$ cat src/rtl/spi_cfg_pkg.sv
// spi_cfg_pkg: shared types and command-field constants for the SPI config-register controller.
package spi_cfg_pkg;
   typedef enum logic [1:0] {IDLE, WRITE, READ, RESP} state_t;
   localparam int CMD_RD_BIT = 7;
   localparam int ADDR_W = 7;
   localparam int DATA_W = 8;
   localparam int LOCK_BIT = 0;
   function automatic int lock_idx(input int num_regs);
      return num_regs - 1;
   endfunction
endpackage

$ cat src/rtl/spi_cfg_if.sv
// spi_cfg_if: command, internal-request and register-bank status bundle of spi_cfg_ctrl.
interface spi_cfg_if
   import spi_cfg_pkg::*;
#(
   parameter int NUM_REGS = 16
);
   logic cmd_valid;
   logic [DATA_W-1:0] cmd_addr;
   logic [DATA_W-1:0] cmd_data;
   logic int_req;
   logic [ADDR_W-1:0] int_addr;
   logic [DATA_W-1:0] int_data;
   logic int_gnt;
   logic [NUM_REGS*DATA_W-1:0] reg_out;
   logic wr_strobe;
   logic [ADDR_W-1:0] wr_addr;
   logic [DATA_W-1:0] rd_data;
   logic rd_valid;
   logic busy;
   logic cmd_overflow;
   logic addr_err;
   modport master (
      output cmd_valid, cmd_addr, cmd_data, int_req, int_addr, int_data,
      input int_gnt, reg_out, wr_strobe, wr_addr, rd_data, rd_valid, busy, cmd_overflow, addr_err
   );
   modport slave (
      input cmd_valid, cmd_addr, cmd_data, int_req, int_addr, int_data,
      output int_gnt, reg_out, wr_strobe, wr_addr, rd_data, rd_valid, busy, cmd_overflow, addr_err
   );
endinterface

$ cat src/rtl/spi_cfg_arb.sv
// spi_cfg_arb: one-deep SPI pending buffer, SPI/internal source select and starvation counter.
module spi_cfg_arb
   import spi_cfg_pkg::*;
#(
   parameter int STARVE_MAX = 4
) (
   input  logic iclk,
   input  logic rstn,
   input  logic idle,
   input  logic cmd_valid,
   input  logic [DATA_W-1:0] cmd_addr,
   input  logic [DATA_W-1:0] cmd_data,
   input  logic int_req,
   input  logic [ADDR_W-1:0] int_addr,
   input  logic [DATA_W-1:0] int_data,
   output logic gnt_v,
   output logic gnt_int,
   output logic gnt_rd,
   output logic [ADDR_W-1:0] gnt_addr,
   output logic [DATA_W-1:0] gnt_data,
   output logic cmd_overflow
);
   localparam int CW = $clog2(STARVE_MAX + 1);
   localparam logic [CW-1:0] SMAX = CW'(STARVE_MAX);
   logic pend_v, spi_v, gnt_spi, live_direct, pend_free;
   logic [DATA_W-1:0] pend_addr, pend_data, sel_addr, sel_data;
   logic [CW-1:0] starve;
   assign spi_v = pend_v | cmd_valid;
   assign sel_addr = pend_v ? pend_addr : cmd_addr;
   assign sel_data = pend_v ? pend_data : cmd_data;
   assign gnt_int = idle & int_req & (!spi_v | (starve == SMAX));
   assign gnt_spi = idle & spi_v & !gnt_int;
   assign gnt_v = gnt_int | gnt_spi;
   assign gnt_rd = gnt_spi & sel_addr[CMD_RD_BIT];
   assign gnt_addr = gnt_int ? int_addr : sel_addr[ADDR_W-1:0];
   assign gnt_data = gnt_int ? int_data : sel_data;
   // a live command is buffered unless it goes straight to the FSM this cycle
   assign live_direct = gnt_spi & !pend_v;
   assign pend_free = !pend_v | gnt_spi;
   always_ff @(posedge iclk or negedge rstn) begin
      if (!rstn) begin
         pend_v <= 1'b0;
         pend_addr <= '0;
         pend_data <= '0;
         starve <= '0;
         cmd_overflow <= 1'b0;
      end else begin
         if (cmd_valid && !live_direct) begin
            if (pend_free) begin
               pend_v <= 1'b1;
               pend_addr <= cmd_addr;
               pend_data <= cmd_data;
            end else begin
               cmd_overflow <= 1'b1;
            end
         end else if (gnt_spi) begin
            pend_v <= 1'b0;
         end
         if (gnt_int) starve <= '0;
         else if (gnt_spi && int_req) starve <= starve + 1'b1;
      end
   end
endmodule

$ cat src/rtl/spi_cfg_ctrl.sv
// spi_cfg_ctrl: 8-bit config-register bank driven by SPI commands and one internal writer.
// Define SPI_CFG_LOCK_EN to make register NUM_REGS-1 bit0 a write lock against SPI writes.
module spi_cfg_ctrl
   import spi_cfg_pkg::*;
#(
   parameter int NUM_REGS = 16,
   parameter int STARVE_MAX = 4
) (
   input logic iclk,
   input logic rstn,
   spi_cfg_if.slave bus
);
   localparam int AW = $clog2(NUM_REGS);
   localparam logic [ADDR_W-1:0] NR = ADDR_W'(NUM_REGS);
   state_t state;
   logic [DATA_W-1:0] regs [NUM_REGS];
   logic [DATA_W-1:0] data_q, gnt_data;
   logic [ADDR_W-1:0] addr_q, gnt_addr;
   logic gnt_v, gnt_int, gnt_rd, lock_blk, ok;
   spi_cfg_arb #(.STARVE_MAX(STARVE_MAX)) u_arb (
      .iclk(iclk),
      .rstn(rstn),
      .idle(state == IDLE),
      .cmd_valid(bus.cmd_valid),
      .cmd_addr(bus.cmd_addr),
      .cmd_data(bus.cmd_data),
      .int_req(bus.int_req),
      .int_addr(bus.int_addr),
      .int_data(bus.int_data),
      .gnt_v(gnt_v),
      .gnt_int(gnt_int),
      .gnt_rd(gnt_rd),
      .gnt_addr(gnt_addr),
      .gnt_data(gnt_data),
      .cmd_overflow(bus.cmd_overflow)
   );
`ifdef SPI_CFG_LOCK_EN
   localparam int LK = lock_idx(NUM_REGS);
   assign lock_blk = regs[LK][LOCK_BIT] & !gnt_int & !gnt_rd & (gnt_addr != ADDR_W'(LK));
`else
   assign lock_blk = 1'b0;
`endif
   assign ok = (gnt_addr < NR) & !lock_blk;
   for (genvar i = 0; i < NUM_REGS; i++) begin : g_out
      assign bus.reg_out[DATA_W*i +: DATA_W] = regs[i];
   end
   always_ff @(posedge iclk or negedge rstn) begin
      if (!rstn) begin
         state <= IDLE;
         for (int i = 0; i < NUM_REGS; i++) regs[i] <= '0;
         data_q <= '0;
         addr_q <= '0;
         bus.int_gnt <= 1'b0;
         bus.wr_strobe <= 1'b0;
         bus.wr_addr <= '0;
         bus.rd_data <= '0;
         bus.rd_valid <= 1'b0;
         bus.busy <= 1'b0;
         bus.addr_err <= 1'b0;
      end else begin
         case (state)
            IDLE: if (gnt_v) begin
               state <= gnt_rd ? READ : WRITE;
               bus.busy <= 1'b1;
               addr_q <= gnt_addr;
               data_q <= gnt_data;
               bus.wr_strobe <= !gnt_rd & ok;
               bus.wr_addr <= gnt_addr;
               bus.int_gnt <= gnt_int;
               bus.addr_err <= bus.addr_err | !ok;
            end
            WRITE: begin
               state <= IDLE;
               bus.busy <= 1'b0;
               bus.wr_strobe <= 1'b0;
               bus.int_gnt <= 1'b0;
               if (bus.wr_strobe) regs[addr_q[AW-1:0]] <= data_q;
            end
            READ: begin
               state <= RESP;
               bus.rd_valid <= 1'b1;
               bus.rd_data <= (addr_q < NR) ? regs[addr_q[AW-1:0]] : '0;
            end
            RESP: begin
               state <= IDLE;
               bus.busy <= 1'b0;
               bus.rd_valid <= 1'b0;
            end
         endcase
      end
   end
endmodule

$ cat src/flat_wrapper.sv
// flat-port wrapper written by rule: the top's interface ports become plain ports
module spi_cfg_ctrl_flat import spi_cfg_pkg::*;
#(
   parameter int NUM_REGS = 16,
   parameter int STARVE_MAX = 4
)
  (iclk, rstn, bus_cmd_valid, bus_cmd_addr, bus_cmd_data, bus_int_req, bus_int_addr, bus_int_data, bus_int_gnt, bus_reg_out, bus_wr_strobe, bus_wr_addr, bus_rd_data, bus_rd_valid, bus_busy, bus_cmd_overflow, bus_addr_err);
  spi_cfg_if #(.NUM_REGS(NUM_REGS)) bus_i ();
  input logic iclk;
  input logic rstn;
  input wire logic [$bits(bus_i.cmd_valid)-1:0] bus_cmd_valid;
  input wire logic [$bits(bus_i.cmd_addr)-1:0] bus_cmd_addr;
  input wire logic [$bits(bus_i.cmd_data)-1:0] bus_cmd_data;
  input wire logic [$bits(bus_i.int_req)-1:0] bus_int_req;
  input wire logic [$bits(bus_i.int_addr)-1:0] bus_int_addr;
  input wire logic [$bits(bus_i.int_data)-1:0] bus_int_data;
  output wire logic [$bits(bus_i.int_gnt)-1:0] bus_int_gnt;
  output wire logic [$bits(bus_i.reg_out)-1:0] bus_reg_out;
  output wire logic [$bits(bus_i.wr_strobe)-1:0] bus_wr_strobe;
  output wire logic [$bits(bus_i.wr_addr)-1:0] bus_wr_addr;
  output wire logic [$bits(bus_i.rd_data)-1:0] bus_rd_data;
  output wire logic [$bits(bus_i.rd_valid)-1:0] bus_rd_valid;
  output wire logic [$bits(bus_i.busy)-1:0] bus_busy;
  output wire logic [$bits(bus_i.cmd_overflow)-1:0] bus_cmd_overflow;
  output wire logic [$bits(bus_i.addr_err)-1:0] bus_addr_err;
  assign bus_i.cmd_valid = bus_cmd_valid;
  assign bus_i.cmd_addr = bus_cmd_addr;
  assign bus_i.cmd_data = bus_cmd_data;
  assign bus_i.int_req = bus_int_req;
  assign bus_i.int_addr = bus_int_addr;
  assign bus_i.int_data = bus_int_data;
  assign bus_int_gnt = bus_i.int_gnt;
  assign bus_reg_out = bus_i.reg_out;
  assign bus_wr_strobe = bus_i.wr_strobe;
  assign bus_wr_addr = bus_i.wr_addr;
  assign bus_rd_data = bus_i.rd_data;
  assign bus_rd_valid = bus_i.rd_valid;
  assign bus_busy = bus_i.busy;
  assign bus_cmd_overflow = bus_i.cmd_overflow;
  assign bus_addr_err = bus_i.addr_err;
  spi_cfg_ctrl #(.NUM_REGS(NUM_REGS), .STARVE_MAX(STARVE_MAX)) u_core (.iclk(iclk), .rstn(rstn), .bus(bus_i));
endmodule
$ cat config.mk
export PLATFORM = sky130hd
export DESIGN_NAME = spi_cfg_ctrl_flat
export DESIGN_NICKNAME = d
export VERILOG_FILES = /design/src/rtl/spi_cfg_pkg.sv /design/src/rtl/spi_cfg_if.sv /design/src/rtl/spi_cfg_arb.sv /design/src/rtl/spi_cfg_ctrl.sv /design/src/flat_wrapper.sv
export SDC_FILE = /design/constraint.sdc
export NUM_CORES = 1
export LEC_CHECK = 0
export CAP_MARGIN = 15
export CORE_MARGIN = 2
export CORE_UTILIZATION = 50
export CTS_CLUSTER_DIAMETER = 200
export DETAILED_ROUTE_END_ITERATION = 16
export PLACE_DENSITY = 0.89
export SYNTH_ARGS = -nofsm -noshare
export SYNTH_HDL_FRONTEND = slang
export SYNTH_SLANG_ARGS = --single-unit
$ cat constraint.sdc
create_clock -name iclk -period 2.7 [get_ports iclk]
set_input_delay 0.54 -clock iclk [delete_from_list [all_inputs] [get_ports iclk]]
set_output_delay 0.54 -clock iclk [all_outputs]
set_load 0.005 [all_outputs]
# [Yosys cells after proc, flatten, opt, wreduce, memory -nomap -nowiden]
# Index checks and enable logic that the tools add are counted.
[totals] word_cells=104 regBits=179
[op_classes] n_mux=26 magnitude_cmp=4 eq_ne=6 reduce_logical=23 n_addsub=1 bitwise_logic=14
[op_table] operator="128-bit bitwise mux" count=1
[op_table] operator="8-bit two-way mux" count=7
[op_table] operator="8-bit binary-select mux with 4-bit select" count=1
[op_table] operator="8-bit demux with 4-bit select" count=1
[op_table] operator="7-bit by 5-bit less-than comparator with 1-bit output (second input constant)" count=2
[op_table] operator="2-bit AND reduction" count=7
[op_table] operator="2-bit nonzero test" count=5
[op_table] operator="1-bit case mux with 2 select lines" count=4
[op_table] operator="1-bit bitwise AND" count=7
[op_table] operator="7-bit two-way mux" count=1
[op_table] operator="1-bit logical NOT" count=6
[op_table] operator="1-bit two-way mux" count=6
[op_table] operator="3-bit two-way mux" count=2
[op_table] operator="2-bit case mux with 3 select lines" count=1
[op_table] operator="5-bit greater-or-equal comparator (second input constant)" count=1
[op_table] operator="5-bit by 1-bit less-than comparator with 1-bit output (second input constant)" count=1
[op_table] operator="4-bit inverter with 5-bit output" count=1
[op_table] operator="1-bit bitwise OR" count=5
[op_table] operator="2-bit == test (second input constant)" count=2
[op_table] operator="2-bit two-way mux" count=2
[op_table] operator="3-bit by 1-bit adder with 3-bit output (second input constant)" count=1
[op_table] operator="3-bit == test (second input constant)" count=1
[op_table] operator="1-bit logical AND" count=3
[op_table] operator="2-bit by 1-bit == test with 1-bit output (second input constant)" count=1
[op_table] operator="other kinds (5)" count=5

# [Longest topological paths before layout]
[logic_depth] word_depth=11 mapped_depth=8

# [Hierarchy]
# From an unflattened synthesis, not the netlist that was laid out.
[unflattened] hier_cells=595 area_unflattened_um2=8465.6
[by_module_without_submodules] mod="spi_cfg_ctrl" cells_each=493 area_each_um2=7098.1 instances=1 seq_area_each_um2=3953.8
[by_module_without_submodules] mod="spi_cfg_arb" cells_each=102 area_each_um2=1367.6 instances=1 seq_area_each_um2=525.5

# [Worst setup path after synthesis]
# Ideal clock, no wire load.
[synth_path] path_kind="flip-flop to flip-flop" from="register u_core.u_arb.starve[0]" to="register u_core.u_arb.pend_addr[0]" path_buffers=1 t_arrival_ns=2.073 setup_ns=0.127 stages_incl_launch_ff=8 setup_slack_ns=0.500 cell_sequence="dfrtp_1 -> inv_1 -> ha_1 -> o2bb2ai_2 -> a2111oi_4 -> mux2i_2 -> buf_6 -> mux2_1"
[synth_via] elab_chain_cells=9 elab_cells_between_ends=10
[synth_rtl] element="start: declaration" line="spi_cfg_arb.sv:27" source="logic [CW-1:0] starve;"
[synth_rtl] element="start signal: assignment" line="spi_cfg_arb.sv:60" source="else if (gnt_spi && int_req) starve <= starve + 1'b1;"
[synth_rtl] element="3-bit == test (*)" line="spi_cfg_arb.sv:31" source="assign gnt_int = idle & int_req & (!spi_v | (starve == SMAX));"
[synth_rtl] element="1-bit bitwise OR (*)" line="spi_cfg_arb.sv:31"
[synth_rtl] element="1-bit bitwise AND (*)" line="spi_cfg_arb.sv:31"
[synth_rtl] element="1-bit logical NOT (*)" line="spi_cfg_arb.sv:32" source="assign gnt_spi = idle & spi_v & !gnt_int;"
[synth_rtl] element="1-bit bitwise AND (*)" line="spi_cfg_arb.sv:32"
[synth_rtl] element="1-bit bitwise AND" line="spi_cfg_arb.sv:38" source="assign live_direct = gnt_spi & !pend_v;"
[synth_rtl] element="1-bit logical NOT" line="spi_cfg_arb.sv:48" source="if (cmd_valid && !live_direct) begin"
[synth_rtl] element="1-bit logical AND" line="spi_cfg_arb.sv:48"
[synth_rtl] element="2-bit AND reduction (no line) (*)"
[synth_rtl] element="end signal: assignment" line="spi_cfg_arb.sv:51" source="pend_addr <= cmd_addr;"
[synth_rtl] element="end: declaration" line="spi_cfg_arb.sv:26" source="logic [DATA_W-1:0] pend_addr, pend_data, sel_addr, sel_data;"
# Every way passes the cells marked *; elsewhere a longest branch is shown, timed or not.
# A chain may end at the register's enable or synchronous reset.

# [Final worst setup path]
[layout_path] from="register u_core.addr_q[6]" to="register u_core.bus.rd_data[6]"
[layout_via] elab_chain_cells=2
[layout_rtl] element="start: declaration" line="spi_cfg_ctrl.sv:18" source="logic [ADDR_W-1:0] addr_q, gnt_addr;"
[layout_rtl] element="start signal: assignment" line="spi_cfg_ctrl.sv:65" source="addr_q <= gnt_addr;"
[layout_rtl] element="7-bit by 5-bit less-than comparator with 1-bit output" line="spi_cfg_ctrl.sv:82" source="bus.rd_data <= (addr_q < NR) ? regs[addr_q[AW-1:0]] : '0;"
[layout_rtl] element="8-bit two-way mux" line="spi_cfg_ctrl.sv:82"
[layout_rtl] element="end signal: assignment" line="spi_cfg_ctrl.sv:82"
[layout_rtl] element="end: declaration" line="spi_cfg_if.sv:28" source="output int_gnt, reg_out, wr_strobe, wr_addr, rd_data, rd_valid, busy, cmd_overflow, addr_err"
# No other way between the ends.

==> flow_metrics.tcl <==
set metrics [dict create \
    vias 5883 \
    ys_ff_latch 179 \
    fill_cells 1031 \
    cts.path.max_buffers 2 \
    cp_data_required_time_ns 3.05 \
    yosysTopAreaCell "dfrtp_1" \
    post-route-period-util_pct 85.26 \
    finalPower_mw 10.94 \
    start_util_pct 51.42 \
    worstMarginPinSlew_ns 1.075 \
    dr.pass1.iters 5 \
    yosysUniqueCellTypes 43 \
    ant_nets 0 \
    row_count 46 \
    die-area_mm2 0.01744 \
    routed_wl_mm 23.14 \
    post_cts_buffers 0 \
    cp-end-kind "register" \
    cts-root-buf "clkbuf_16" \
    synthTopCellsByCount "dfrtp_1, mux2_2, nand2_1, mux4_2, mux2i_1" \
    clk_pin_slew_ns 0.07 \
    fin_crit_ns 2.302 \
    grt_pass1_vias 6244 \
    route.detailed.drc 0 \
    cp.arrival_ns 2.65 \
    ys.flop_type "dfrtp_1" \
    ys_top_cells_by_area "dfrtp_1, mux2_2, mux4_2, mux2i_1, nand2_1" \
    insertion_delay_ns 0.44 \
    n_antenna_cell 0 \
    syn_area_mm2 0.008198 \
    die_w_um 132.0 \
    final_area_mm2 0.01109 \
    max-cap-violations 0 \
    layout-area-overhead-vs-synth_pct 35.26 \
    cts_tree "yes" \
    grtUsageTotal_pct 27.39 \
    antenna_found_initial 0 \
    yosysSeqAreaShare_pct 54.64 \
    power_density_mw_per_mm2 986.9 \
    dp_hpwl_mm 16.17 \
    num_io_pins 184 \
    status "finished clean" \
    design.core.area_mm2 0.01594 \
    io_buffers 183 \
    synthMostInstantiatedCell "dfrtp_1" \
    grt_pass1_wl_mm 36.07 \
    multiInputGateArea_mm2 0.003553 \
    reg2regPathDepth 4 \
    placed_area_mm2 0.01039 \
    finalHoldViolations 0 \
    seq_area_mm2 0.004481 \
    static-leakage-power_nw 5.031 \
    placed_cells 957 \
    synth_edf_count 0 \
    path_class "reg2reg" \
    slew_headroom_pct 27.79 \
    clock_skew_ns 0.007960 \
    grt_overflow 0 \
    syn_nets 603 \
    regToRegEndpoint "u_core.bus.rd_data[6]$_DFFE_PN0P_" \
    peakVddDrop_mv 0.6568 \
    die_h_um 132.0 \
    synth_top_area_share_pct 54.64 \
    gp_congestion 0.8456 \
    timing.rr.start "u_core.addr_q[6]$_DFFE_PN0P_" \
    instances_no_fill 989 \
    reg2reg_setup_slack_ns 0.40 \
    tns_ns 0 \
    startpoint_type "register" \
    cp_max_fo 8 \
    setup-violations-final 0 \
    cts_resized 0 \
    cts_buffers 17 \
    finalMaxSlewViolations 0 \
    cts_hold_buf 0 \
    hold_class "in2async" \
    holdWs_ns 0.08817 \
    drive_above_1_share_pct 32.47 \
    grt_max_degree 66 \
    fmax_mhz 434.4 \
    initialDrtViolationCount 482 \
    avgViaCountPerCell 5.948 \
    wl_per_cell_um 23.40 \
    syn_inst 566 \
    syn_avg_cell_area_um2 14.48 \
    async_flop_share_pct 100.0 \
    clock_sinks 179 \
    nets 797 \
    htreeDepth 4 \
    yosys_warnings 0 \
    rsz0062_at_grt "false" \
]
sequential cells by signal, indices dropped and copies added, names as in the netlist:
register	flops
u_core.bus.rd_valid	1
u_core.addr_q	7
u_core.data_q	8
u_core.state	2
u_core.bus.wr_strobe	1
u_core.bus.addr_err	1
u_core.u_arb.starve	3
u_core.bus.reg_out	128
u_core.bus.busy	1
u_core.u_arb.pend_v	1
u_core.u_arb.pend_data	8
u_core.bus.int_gnt	1
u_core.bus.rd_data	8
u_core.u_arb.pend_addr	8
u_core.u_arb.cmd_overflow	1
per-layer routing:
metal,part of all wire [%],GRT usage (%)
met3,7.7,7.689
met1,39,33.70
met4,3.9,13.41
met2,49,44.73
met5,0,0
how the worst max path moves through the flow:
stage                                             from                               endpoint  slack, ns  cells past startpoint
finish                    u_core.addr_q[6]$_DFFE_PN0P_      u_core.bus.rd_data[6]$_DFFE_PN0P_       0.40                      4
global route              u_core.addr_q[6]$_DFFE_PN0P_      u_core.bus.rd_data[6]$_DFFE_PN0P_       0.32                      4
CTS                 u_core.u_arb.starve[0]$_DFFE_PN0P_  u_core.u_arb.pend_data[0]$_DFFE_PN0P_       0.43                      7
detailed placement                       bus_cmd_valid  u_core.u_arb.pend_data[0]$_DFFE_PN0P_        0.1                      6
global placement                         bus_cmd_valid  u_core.u_arb.pend_addr[5]$_DFFE_PN0P_       0.17                      6
floorplan           u_core.u_arb.starve[0]$_DFFE_PN0P_  u_core.u_arb.pend_addr[0]$_DFFE_PN0P_       0.50                      7
cell usage in the layout, fill, tap and decap left out, types with 10 or more instances in the layout:
master and instances:
buf_4 22, clkbuf_16 17, clkdlybuf4s50_1 182, dfrtp_1 178
mux2_1 10, mux2_2 151, mux2i_1 29, mux4_2 30
nand2_1 32, o21ai_0 16
power breakdown:
part / internal (mW) / switching (mW)
logic: 2.15 / 1.57
clock network: 1.84 / 1.10
registers: 3.38 / 0.915
critical path: stages, from the launching register on:
cell and delay, ns:
dfrtp_1 0.40, or3_1 0.48, nor3_1 0.90, a22oi_1 0.27, o211ai_1 0.17
layout make-up:
cell class                 count  share of cell area, %
sequential                   179                  40.41
clock inverter                15                  2.505
multi-input combinational    348                  32.05
inverter                       6                 0.2031
tap                          216                  2.437
clock buffer                  17                  3.837
timing repair buffer         208                  18.56
cell families after synthesis:
group	count (synthesis)	share of synthesized area, %
AOI/OAI and AO/OA	46	4.014
adders and majority gates	3	0.4273
buffers and inverters	39	2.015
DFF	179	54.64
muxes	221	34.07
and+or+nand+nor	78	4.838
stage by stage:
| step | utilization [%] | worst slack, ns |
|---|---|---|
| floorplan | - | 0.4996 |
| global placement | 65.14 | 0.1740 |
| detailed placement | 65.14 | 0.09823 |
| CTS | 69.55 | 0.4290 |
| global route | 69.55 | 0.3196 |
| finish | 69.55 | 0.3980 |
Note: power is estimated with default switching activity, not from simulation.
